$ cat src/rtl/uart_div_sched_if.sv
`default_nettype none
// ============================================================================
// Module      : uart_div_sched_if
// Description : RX byte, divider and TX handshake bundle for uart_div_sched.
// Revision    : 1.0 - initial release
// ============================================================================
interface uart_div_sched_if #(
  parameter int DW = 16
);
  logic          rx_valid;
  logic [7:0]    rx_data;
  logic          div_start;
  logic [DW-1:0] div_a;
  logic [DW-1:0] div_b;
  logic          div_busy;
  logic          div_done;
  logic [DW-1:0] div_q;
  logic [DW-1:0] div_r;
  logic          tx_start;
  logic [7:0]    tx_data;
  logic          tx_busy;
  logic [23:0]   result_led;
  logic [7:0]    ovf_cnt;
  logic          busy;

  modport master (
    input  rx_valid, rx_data, div_busy, div_done, div_q, div_r, tx_busy,
    output div_start, div_a, div_b, tx_start, tx_data, result_led, ovf_cnt, busy
  );

  modport slave (
    output rx_valid, rx_data, div_busy, div_done, div_q, div_r, tx_busy,
    input  div_start, div_a, div_b, tx_start, tx_data, result_led, ovf_cnt, busy
  );
endinterface
`default_nettype wire

$ cat src/rtl/uart_div_sched.sv
`default_nettype none
// ============================================================================
// Module      : uart_div_sched
// Description : Frames UART RX bytes into divide requests, drives a shared
//               divider and serialises quotient/remainder to UART TX.
//               Optional macro STATUS_BYTE_EN prepends a status byte.
// Revision    : 1.0 - initial release
// ============================================================================
module uart_div_sched #(
  parameter int DW      = 16,
  parameter int TIMEOUT = 50000
) (
  input  wire logic        clk,
  input  wire logic        rst,
  uart_div_sched_if.master bus
);

  localparam int c_TW = (TIMEOUT > 2) ? $clog2(TIMEOUT) : 1;
  localparam logic [c_TW-1:0] c_TO_MAX = c_TW'(TIMEOUT - 1);
`ifdef STATUS_BYTE_EN
  localparam logic [2:0] c_TX_LAST = 3'd4;
  localparam logic [7:0] c_ST_OK   = 8'hA5;
  localparam logic [7:0] c_ST_DZ   = 8'hEE;
`else
  localparam logic [2:0] c_TX_LAST = 3'd3;
`endif

  typedef enum logic [2:0] {
    S_RX       = 3'd0,
    S_DIV_REQ  = 3'd1,
    S_DIV_WAIT = 3'd2,
    S_TX_SEND  = 3'd3,
    S_TX_GUARD = 3'd4,
    S_TX_WAIT  = 3'd5
  } state_t;

  state_t          r_state;
  state_t          w_state_nxt;
  logic [1:0]      r_rx_idx;
  logic [c_TW-1:0] r_to_cnt;
  logic [7:0]      r_a_lo;
  logic [7:0]      r_a_hi;
  logic [7:0]      r_b_lo;
  logic [DW-1:0]   r_div_a;
  logic [DW-1:0]   r_div_b;
  logic            r_div_start;
  logic [DW-1:0]   r_q;
  logic [DW-1:0]   r_r;
  logic [2:0]      r_tx_idx;
  logic            r_tx_start;
  logic [7:0]      r_tx_data;
  logic [15:0]     r_led_q;
  logic            r_dz;
  logic            r_sticky;
  logic [7:0]      r_ovf;

  logic w_rx_take, w_to_abort, w_to_inc, w_div_go, w_dz_go, w_done_take;
  logic w_tx_go, w_tx_adv, w_tx_end, w_drop;
  logic [7:0] w_tx_byte;

  always_comb begin
    w_state_nxt = r_state;
    w_rx_take   = 1'b0;
    w_to_abort  = 1'b0;
    w_to_inc    = 1'b0;
    w_div_go    = 1'b0;
    w_dz_go     = 1'b0;
    w_done_take = 1'b0;
    w_tx_go     = 1'b0;
    w_tx_adv    = 1'b0;
    w_tx_end    = 1'b0;
    case (r_state)
      S_RX: begin
        // a byte arriving on the timeout cycle keeps the frame alive
        if (bus.rx_valid) begin
          w_rx_take = 1'b1;
          if (r_rx_idx == 2'd3) w_state_nxt = S_DIV_REQ;
        end else if (r_rx_idx != 2'd0) begin
          if (r_to_cnt == c_TO_MAX) w_to_abort = 1'b1;
          else                      w_to_inc   = 1'b1;
        end
      end
      S_DIV_REQ: begin
        if (r_div_b == '0) begin
          w_dz_go     = 1'b1;
          w_state_nxt = S_TX_SEND;
        end else if (!bus.div_busy) begin
          w_div_go    = 1'b1;
          w_state_nxt = S_DIV_WAIT;
        end
      end
      S_DIV_WAIT: begin
        if (bus.div_done) begin
          w_done_take = 1'b1;
          w_state_nxt = S_TX_SEND;
        end
      end
      S_TX_SEND: begin
        if (!bus.tx_busy) begin
          w_tx_go     = 1'b1;
          w_state_nxt = S_TX_GUARD;
        end
      end
      S_TX_GUARD: w_state_nxt = S_TX_WAIT;
      S_TX_WAIT: begin
        if (!bus.tx_busy) begin
          if (r_tx_idx == c_TX_LAST) begin
            w_tx_end    = 1'b1;
            w_state_nxt = S_RX;
          end else begin
            w_tx_adv    = 1'b1;
            w_state_nxt = S_TX_SEND;
          end
        end
      end
      default: w_state_nxt = S_RX;
    endcase
  end

  assign w_drop = bus.rx_valid && (r_state != S_RX);

`ifdef STATUS_BYTE_EN
  logic [7:0] w_status;
  assign w_status = (r_dz ? c_ST_DZ : c_ST_OK) ^ {7'b0, r_sticky};
`endif

  always_comb begin
    w_tx_byte = 8'h00;
    case (r_tx_idx)
`ifdef STATUS_BYTE_EN
      3'd0:    w_tx_byte = w_status;
      3'd1:    w_tx_byte = r_q[7:0];
      3'd2:    w_tx_byte = r_q[15:8];
      3'd3:    w_tx_byte = r_r[7:0];
      3'd4:    w_tx_byte = r_r[15:8];
`else
      3'd0:    w_tx_byte = r_q[7:0];
      3'd1:    w_tx_byte = r_q[15:8];
      3'd2:    w_tx_byte = r_r[7:0];
      3'd3:    w_tx_byte = r_r[15:8];
`endif
      default: w_tx_byte = 8'h00;
    endcase
  end

  always_ff @(posedge clk or negedge rst) begin
    if (!rst) begin
      r_state     <= S_RX;
      r_rx_idx    <= 2'd0;
      r_to_cnt    <= '0;
      r_a_lo      <= 8'h00;
      r_a_hi      <= 8'h00;
      r_b_lo      <= 8'h00;
      r_div_a     <= '0;
      r_div_b     <= '0;
      r_div_start <= 1'b0;
      r_q         <= '0;
      r_r         <= '0;
      r_tx_idx    <= 3'd0;
      r_tx_start  <= 1'b0;
      r_tx_data   <= 8'h00;
      r_led_q     <= 16'h0000;
      r_dz        <= 1'b0;
      r_sticky    <= 1'b0;
      r_ovf       <= 8'h00;
    end else begin
      r_state     <= w_state_nxt;
      r_div_start <= w_div_go;
      r_tx_start  <= w_tx_go;

      if (w_rx_take) begin
        r_to_cnt <= '0;
        r_rx_idx <= r_rx_idx + 2'd1;
        case (r_rx_idx)
          2'd0:    r_a_lo <= bus.rx_data;
          2'd1:    r_a_hi <= bus.rx_data;
          2'd2:    r_b_lo <= bus.rx_data;
          default: begin
            // operands only move once the whole frame is in
            r_div_a <= {r_a_hi, r_a_lo};
            r_div_b <= {bus.rx_data, r_b_lo};
          end
        endcase
      end else if (w_to_abort) begin
        r_rx_idx <= 2'd0;
        r_to_cnt <= '0;
        r_sticky <= 1'b1;
      end else if (w_to_inc) begin
        r_to_cnt <= r_to_cnt + c_TW'(1);
      end

      if (w_dz_go) begin
        r_q     <= '1;
        r_r     <= r_div_a;
        r_led_q <= 16'hFFFF;
        r_dz    <= 1'b1;
      end
      if (w_div_go) r_dz <= 1'b0;
      if (w_done_take) begin
        r_q     <= bus.div_q;
        r_r     <= bus.div_r;
        r_led_q <= bus.div_q;
      end

      if (w_tx_go)  r_tx_data <= w_tx_byte;
      if (w_tx_adv) r_tx_idx  <= r_tx_idx + 3'd1;
      if (w_tx_end) r_tx_idx  <= 3'd0;

      if (w_drop && (r_ovf != 8'hFF)) r_ovf <= r_ovf + 8'd1;
    end
  end

  assign bus.div_start  = r_div_start;
  assign bus.div_a      = r_div_a;
  assign bus.div_b      = r_div_b;
  assign bus.tx_start   = r_tx_start;
  assign bus.tx_data    = r_tx_data;
  assign bus.result_led = {6'b0, r_sticky, r_dz, r_led_q};
  assign bus.ovf_cnt    = r_ovf;
  assign bus.busy       = (r_state != S_RX);

endmodule
`default_nettype wire

$ cat src/flat_wrapper.sv
// flat-port wrapper written by rule: the top's interface ports become plain ports
module uart_div_sched_flat 
#(
  parameter int DW      = 16,
  parameter int TIMEOUT = 50000
)
  (clk, rst, bus_rx_valid, bus_rx_data, bus_div_busy, bus_div_done, bus_div_q, bus_div_r, bus_tx_busy, bus_div_start, bus_div_a, bus_div_b, bus_tx_start, bus_tx_data, bus_result_led, bus_ovf_cnt, bus_busy);
  uart_div_sched_if #(.DW(DW)) bus_i ();
  input  wire logic clk;
  input  wire logic rst;
  input wire logic [$bits(bus_i.rx_valid)-1:0] bus_rx_valid;
  input wire logic [$bits(bus_i.rx_data)-1:0] bus_rx_data;
  input wire logic [$bits(bus_i.div_busy)-1:0] bus_div_busy;
  input wire logic [$bits(bus_i.div_done)-1:0] bus_div_done;
  input wire logic [$bits(bus_i.div_q)-1:0] bus_div_q;
  input wire logic [$bits(bus_i.div_r)-1:0] bus_div_r;
  input wire logic [$bits(bus_i.tx_busy)-1:0] bus_tx_busy;
  output wire logic [$bits(bus_i.div_start)-1:0] bus_div_start;
  output wire logic [$bits(bus_i.div_a)-1:0] bus_div_a;
  output wire logic [$bits(bus_i.div_b)-1:0] bus_div_b;
  output wire logic [$bits(bus_i.tx_start)-1:0] bus_tx_start;
  output wire logic [$bits(bus_i.tx_data)-1:0] bus_tx_data;
  output wire logic [$bits(bus_i.result_led)-1:0] bus_result_led;
  output wire logic [$bits(bus_i.ovf_cnt)-1:0] bus_ovf_cnt;
  output wire logic [$bits(bus_i.busy)-1:0] bus_busy;
  assign bus_i.rx_valid = bus_rx_valid;
  assign bus_i.rx_data = bus_rx_data;
  assign bus_i.div_busy = bus_div_busy;
  assign bus_i.div_done = bus_div_done;
  assign bus_i.div_q = bus_div_q;
  assign bus_i.div_r = bus_div_r;
  assign bus_i.tx_busy = bus_tx_busy;
  assign bus_div_start = bus_i.div_start;
  assign bus_div_a = bus_i.div_a;
  assign bus_div_b = bus_i.div_b;
  assign bus_tx_start = bus_i.tx_start;
  assign bus_tx_data = bus_i.tx_data;
  assign bus_result_led = bus_i.result_led;
  assign bus_ovf_cnt = bus_i.ovf_cnt;
  assign bus_busy = bus_i.busy;
  uart_div_sched #(.DW(DW), .TIMEOUT(TIMEOUT)) u_core (.clk(clk), .rst(rst), .bus(bus_i));
endmodule
$ cat config.mk
export PLATFORM = sky130hd
export DESIGN_NAME = uart_div_sched_flat
export DESIGN_NICKNAME = d
export VERILOG_FILES = /design/src/rtl/uart_div_sched_if.sv /design/src/rtl/uart_div_sched.sv /design/src/flat_wrapper.sv
export SDC_FILE = /design/constraint.sdc
export NUM_CORES = 1
export LEC_CHECK = 0
export ABC_AREA = 1
export CORE_MARGIN = 4
export CORE_UTILIZATION = 52
export DETAILED_ROUTE_END_ITERATION = 8
export PLACE_DENSITY = 0.81
export SKIP_CTS_REPAIR_TIMING = 1
export SLEW_MARGIN = 20
export SYNTH_ARGS = -nofsm -noshare
export SYNTH_HDL_FRONTEND = slang
export SYNTH_SLANG_ARGS = --single-unit
$ cat constraint.sdc
create_clock -name clk -period 1.85 [get_ports clk]
set_input_delay 0.2775 -clock clk [delete_from_list [all_inputs] [get_ports clk]]
set_output_delay 0.2775 -clock clk [all_outputs]
set_load 0.01 [all_outputs]
# --- Word level (Yosys, flattened, before mapping) ---
# Cells that the tools add are included.
op_classes:
  muxes: 48
  addsub: 4
  n_lt_le_gt_ge: 0
  n_bitwise: 2
  multipliers: 0
  n_reduce_logical: 20
  n_eq_ne: 19
  shift: 0
  div_mod_pow: 0
ops:
  columns: ["op", "count"]
  rows:
  - ["two-way mux 16 bit", 7]
  - ["one-hot mux 8 bit (4 select lines)", 1]
  - ["two-way mux 1 bit", 27]
  - ["two-way mux 3 bit", 9]
  - ["one-hot mux 3 bit (6 select lines)", 1]
  - ["adder 16 x 1 -> 16 bit, second input constant", 1]
  - ["== test 16 bit, second input constant", 1]
  - ["logical NOT 16 bit", 1]
  - ["== test 3 x 2 -> 1 bit, second input constant", 4]
  - ["AND reduction 2 bit", 5]
  - ["nonzero test 2 bit", 5]
  - ["adder 8 x 1 -> 8 bit, second input constant", 1]
  - ["inequality test 2 bit, second input constant", 4]
  - ["inequality test 8 bit, second input constant", 1]
  - ["== test 3 x 1 -> 1 bit, second input constant", 2]
  - ["== test 3 bit, second input constant", 2]
  - ["logical NOT 3 bit", 2]
  - ["two-way mux 2 bit", 3]
  - ["AND reduction 6 bit", 1]
  - ["nonzero test 3 bit", 2]
  - ["== test 2 bit, second input constant", 2]
  - ["adder 3 x 1 -> 3 bit, second input constant", 1]
  - ["inequality test 3 x 2 -> 1 bit, second input constant", 1]
  - ["OR reduction 3 bit", 1]
  - ["other kinds (6)", 8]
word_totals:
  latch_bits: 0
  regBits: 132
  n_memories: 0
  mem_bits_rw: 0
  output_inout_bits: 75
  rom_bits: 0
  elab_cells: 110
  inputBits: 46

# --- Longest topological paths before layout ---
depth:
  depth_word: 8
  ltp_mapped: 10
  mapped_depth_nobuf: 9

# --- Worst setup path before layout ---
# Ideal clock, no wire load.
synth_timing:
  path_kind: "register to register"
  startpoint: "register u_core.r_state[0]"
  endpoint: "register u_core.r_div_a[11] (netlist: u_core.bus.div_a[11])"
  setup_ns: 0.130
  synth_period_minus_slack_ns: 1.508
  setup_slack_ns: 0.342
  stages_incl_launch_ff: 10
  arrival_ns: 1.378
  required_ns: 1.720
  n_path_buf: 3
  cell_sequence: "dfrtp_1 > buf_4 > nor2_2 > nand2_2 > nor2_2 > nand2_1 > buf_4 > buf_2 > nand2_1 > o21ai_0"
synth_between:
  elab_chain_len: 3
synth_lines:
  columns: ["item", "line", "rtl"]
  rows:
  - ["start, declared", "uart_div_sched.sv:37", "state_t r_state;"]
  - ["start signal, assigned", "uart_div_sched.sv:167", "r_state <= w_state_nxt;"]
  - ["logical NOT 3 bit", "uart_div_sched.sv:72", "case (r_state)"]
  - ["two-way mux 1 bit", "uart_div_sched.sv:72", null]
  - ["AND reduction 2 bit (no source line)", null, null]
  - ["end signal, assigned", "uart_div_sched.sv:180", "r_div_a <= {r_a_hi, r_a_lo};"]
  - ["end, declared", "uart_div_sched.sv:44", "logic [DW-1:0] r_div_a;"]
# No other way between the ends.
# A chain may end at the register's enable or synchronous reset.

# --- Final worst setup path ---
layout_timing:
  startpoint: "register u_core.r_ovf[4] (netlist: u_core.bus.ovf_cnt[4])"
  endpoint: "output bus_ovf_cnt[4]"
layout_rtl:
  columns: ["item", "line", "rtl"]
  rows:
  - ["start, declared", "uart_div_sched.sv:55", "logic [7:0] r_ovf;"]
  - ["start signal, assigned", "uart_div_sched.sv:209", "if (w_drop && (r_ovf != 8'hFF)) r_ovf <= r_ovf + 8'd1;"]
  - ["end, declared", "flat_wrapper.sv:24", "output wire logic [$bits(bus_i.ovf_cnt)-1:0] bus_ovf_cnt;"]
# No word-level cell between the ends.

==> flow_summary.toml <==
[placed_design]
gp_congestion = 0.883
portBuffers = 114
place_inst = 1042
hpwlAfterDp_um = 10800
place_ws_ps = -0.904

[global_route]
grt_pass1_vias = 5199
grt_first_pass_wirelength_um = 25800
grt_max_degree = 57
gr-total-overflow = 0
grt_antenna_before_repair = 0
grt_use_total_pct = 22.9

[synth]
yosysUniqueCellTypes = 31
ys_ff_latch = 132
yosys-top-cells-area = "dfrtp_1, nand2_1, o21ai_0"
synth_seq_area_share_pct = 52.0
yosysTopAreaCellShare_pct = 52.0
postSynth.topFlopCell = "dfrtp_1"
yosys_warnings = 0
syn_area_um2 = 6350
syn-instance-count = 793
yosysMostFrequentCell = "nand2_1"
synth_area_leader_cell = "dfrtp_1"
synth_area_per_cell_um2 = 8.01
synth_edf_count = 0
ys_async_sr_fraction_pct = 100
synthTopCellsByCount = "nand2_1, dfrtp_1, nor2_1"

[timing]
whs_ps = 346
skew_ps = 10.2
post-route-period-util_pct = 93.3
post-route-min-period_ps = 1730
timing.final.ws_setup_ps = 124
hold_violations = 0
drv_slew = 0
fmax_mhz = 579
rsz0062_at_grt = "no"
setup_viol = 0

[floorplanning]
die-height_um = 119
core_um2 = 12000
die_area_um2 = 14000
boundaryPins = 121
start_util_pct = 53.1
num_rows = 40
die_x_um = 119

[power_and_ir_drop]
peakVddDrop_mv = 1.03
power.static_leakage_uw = 0.00395
p_per_area_nw_per_um2 = 1610

[setup_path]
regToRegEndpoint = "u_core.r_a_lo[3]"
start_kind = "flip-flop"
crit_path_max_fanout = 6
critPathLaunch = "u_core.bus.ovf_cnt[4]"
regToRegSetupSlack_ps = 150
r2r_cells = 7
slowest_stage = "clkdlybuf4s50_1"
cp.arrival_ps = 1450
cp_num_buf_inv = 1
required_ps = 1570
worstPathCellList = "clkdlybuf4s50_1"
path_class = "reg2out"
path_delay_family = "buffers and inverters"
worstSetupEndpointType = "primary output"
critPathMaxStageDelay_ps = 580
timing.rr.start = "u_core.r_state[0]"

[drt]
vias = 5517
firstDrtPassIters = 5
vias_per_cell = 5.14
drtIter0Drc = 402
routed_wirelength_um = 15300
drc = 0
ant_nets = 0
avgRoutedWirePerCell_um = 14.3

[final_layout]
layout.area.seq_um2 = 3310
fillers = 960
diodes = 0
drive_gt1_share_pct = 6.37
multi_input_area_um2 = 2530
syn_to_final_growth_pct = 30.2
final_nets = 972
finalNonFillerCells = 1073
post-route-util_pct = 69.1

[cts]
clk_latency_ps = 420
clock-sinks = 132
clockBufferDepth = 2
cts_tree = "done"
clk_pin_slew_worst_paths_ps = 50
clockRootBuffer = "clkbuf_16"
numCtsBuffers = 17
htreeDepth = 4

[flow_run]
drv_cap = 0

[worst_hold_path]
worstHoldPathType = "in2async"

[run_status]
status = "completed"
worst max-delay path by stage:
stage                                 endpoint  cells past startpoint
after detailed placement      u_core.r_b_lo[4]                      6
after global placement        u_core.r_b_lo[2]                      6
after CTS                             bus_busy                      3
after global routing          u_core.r_a_lo[3]                      7
after floorplan           u_core.bus.div_a[11]                      9
final                           bus_ovf_cnt[4]                      1
layout by cell type, fill, tap and decap left out, types with 2 or more instances in the layout:
master / instances
nand2_1: 221
dfrtp_1: 130
clkdlybuf4s50_1: 112
nor2_1: 101
o21ai_0: 100
inv_1: 90
nand3_1: 47
clkbuf_16: 17
xor2_1: 13
buf_4: 12
ha_1: 11
nand4_1: 7
conb_1: 6
buf_12: 6
clkbuf_1: 5
o21ai_1: 4
nor2_4: 4
o21bai_1: 4
a31oi_1: 3
nor3_1: 3
clkinv_4: 3
nand2_2: 2
inv_2: 2
nand3b_1: 2
o22ai_1: 2
a21oi_1: 2
clkinvlp_4: 2
bufinv_16: 2
dfrtp_2: 2
layout make-up:
cell class,instances,area share [%]
multi-input cells,540,30.6
inverters,92,4.18
clock buffers,22,5.37
clock inverters,8,1.29
flip-flops and latches,132,40.0
repair buffers,132,16.4
well taps,147,2.22
cells by family after synthesis:
family	share of synthesized area (%)
other	0.0590
and+or+nand+nor	25.4
DFF	52.0
adders and majority gates	2.17
xor gates and xnor gates	1.79
buffers and inverters	8.55
AOI/OAI and AO/OA	10.0
metrics by stage:
step / instance area, um^2 / TNS [ps] / power [uW]
global route: 8270 / 0 / 14300
global placement: 7700 / 0 / 9980
floorplan: 6370 / 0 / 7650
detailed placement: 7700 / -0.904 / 10100
CTS: 8250 / -219 / 13400
finish: 8270 / 0 / 13300
power by group:
group / switching, uW / internal, uW
clock: 1190 / 1970
sequential: 828 / 4070
combinational: 2850 / 2390
layer usage:
layer | wire length [um] | part of all wire [%] | GRT usage, % | up-vias
li1 | - | - | - | 2722
met1 | 6990 | 46 | 30.4 | 2593
met2 | 7200 | 47 | 37.2 | 178
met3 | 858 | 5.6 | 5.31 | 24
met4 | 255 | 1.7 | 8.04 | 0
met5 | 0 | 0 | 0 | -
registers in the layout, indices dropped and copies added, names as in the netlist:
| name | cells |
|---|---|
| u_core.r_a_hi | 8 |
| u_core.r_state | 3 |
| u_core.r_rx_idx | 2 |
| u_core.r_q | 16 |
| u_core.r_b_lo | 8 |
| u_core.r_to_cnt | 16 |
| u_core.r_a_lo | 8 |
| u_core.bus.div_a | 16 |
| u_core.r_r | 16 |
| u_core.bus.tx_data | 8 |
| u_core.r_sticky | 1 |
| u_core.r_tx_idx | 3 |
| u_core.bus.div_b | 16 |
| u_core.bus.tx_start | 1 |
| u_core.bus.div_start | 1 |
| u_core.bus.ovf_cnt | 8 |
| u_core.r_dz | 1 |
Power figures use the tool's default switching activity.
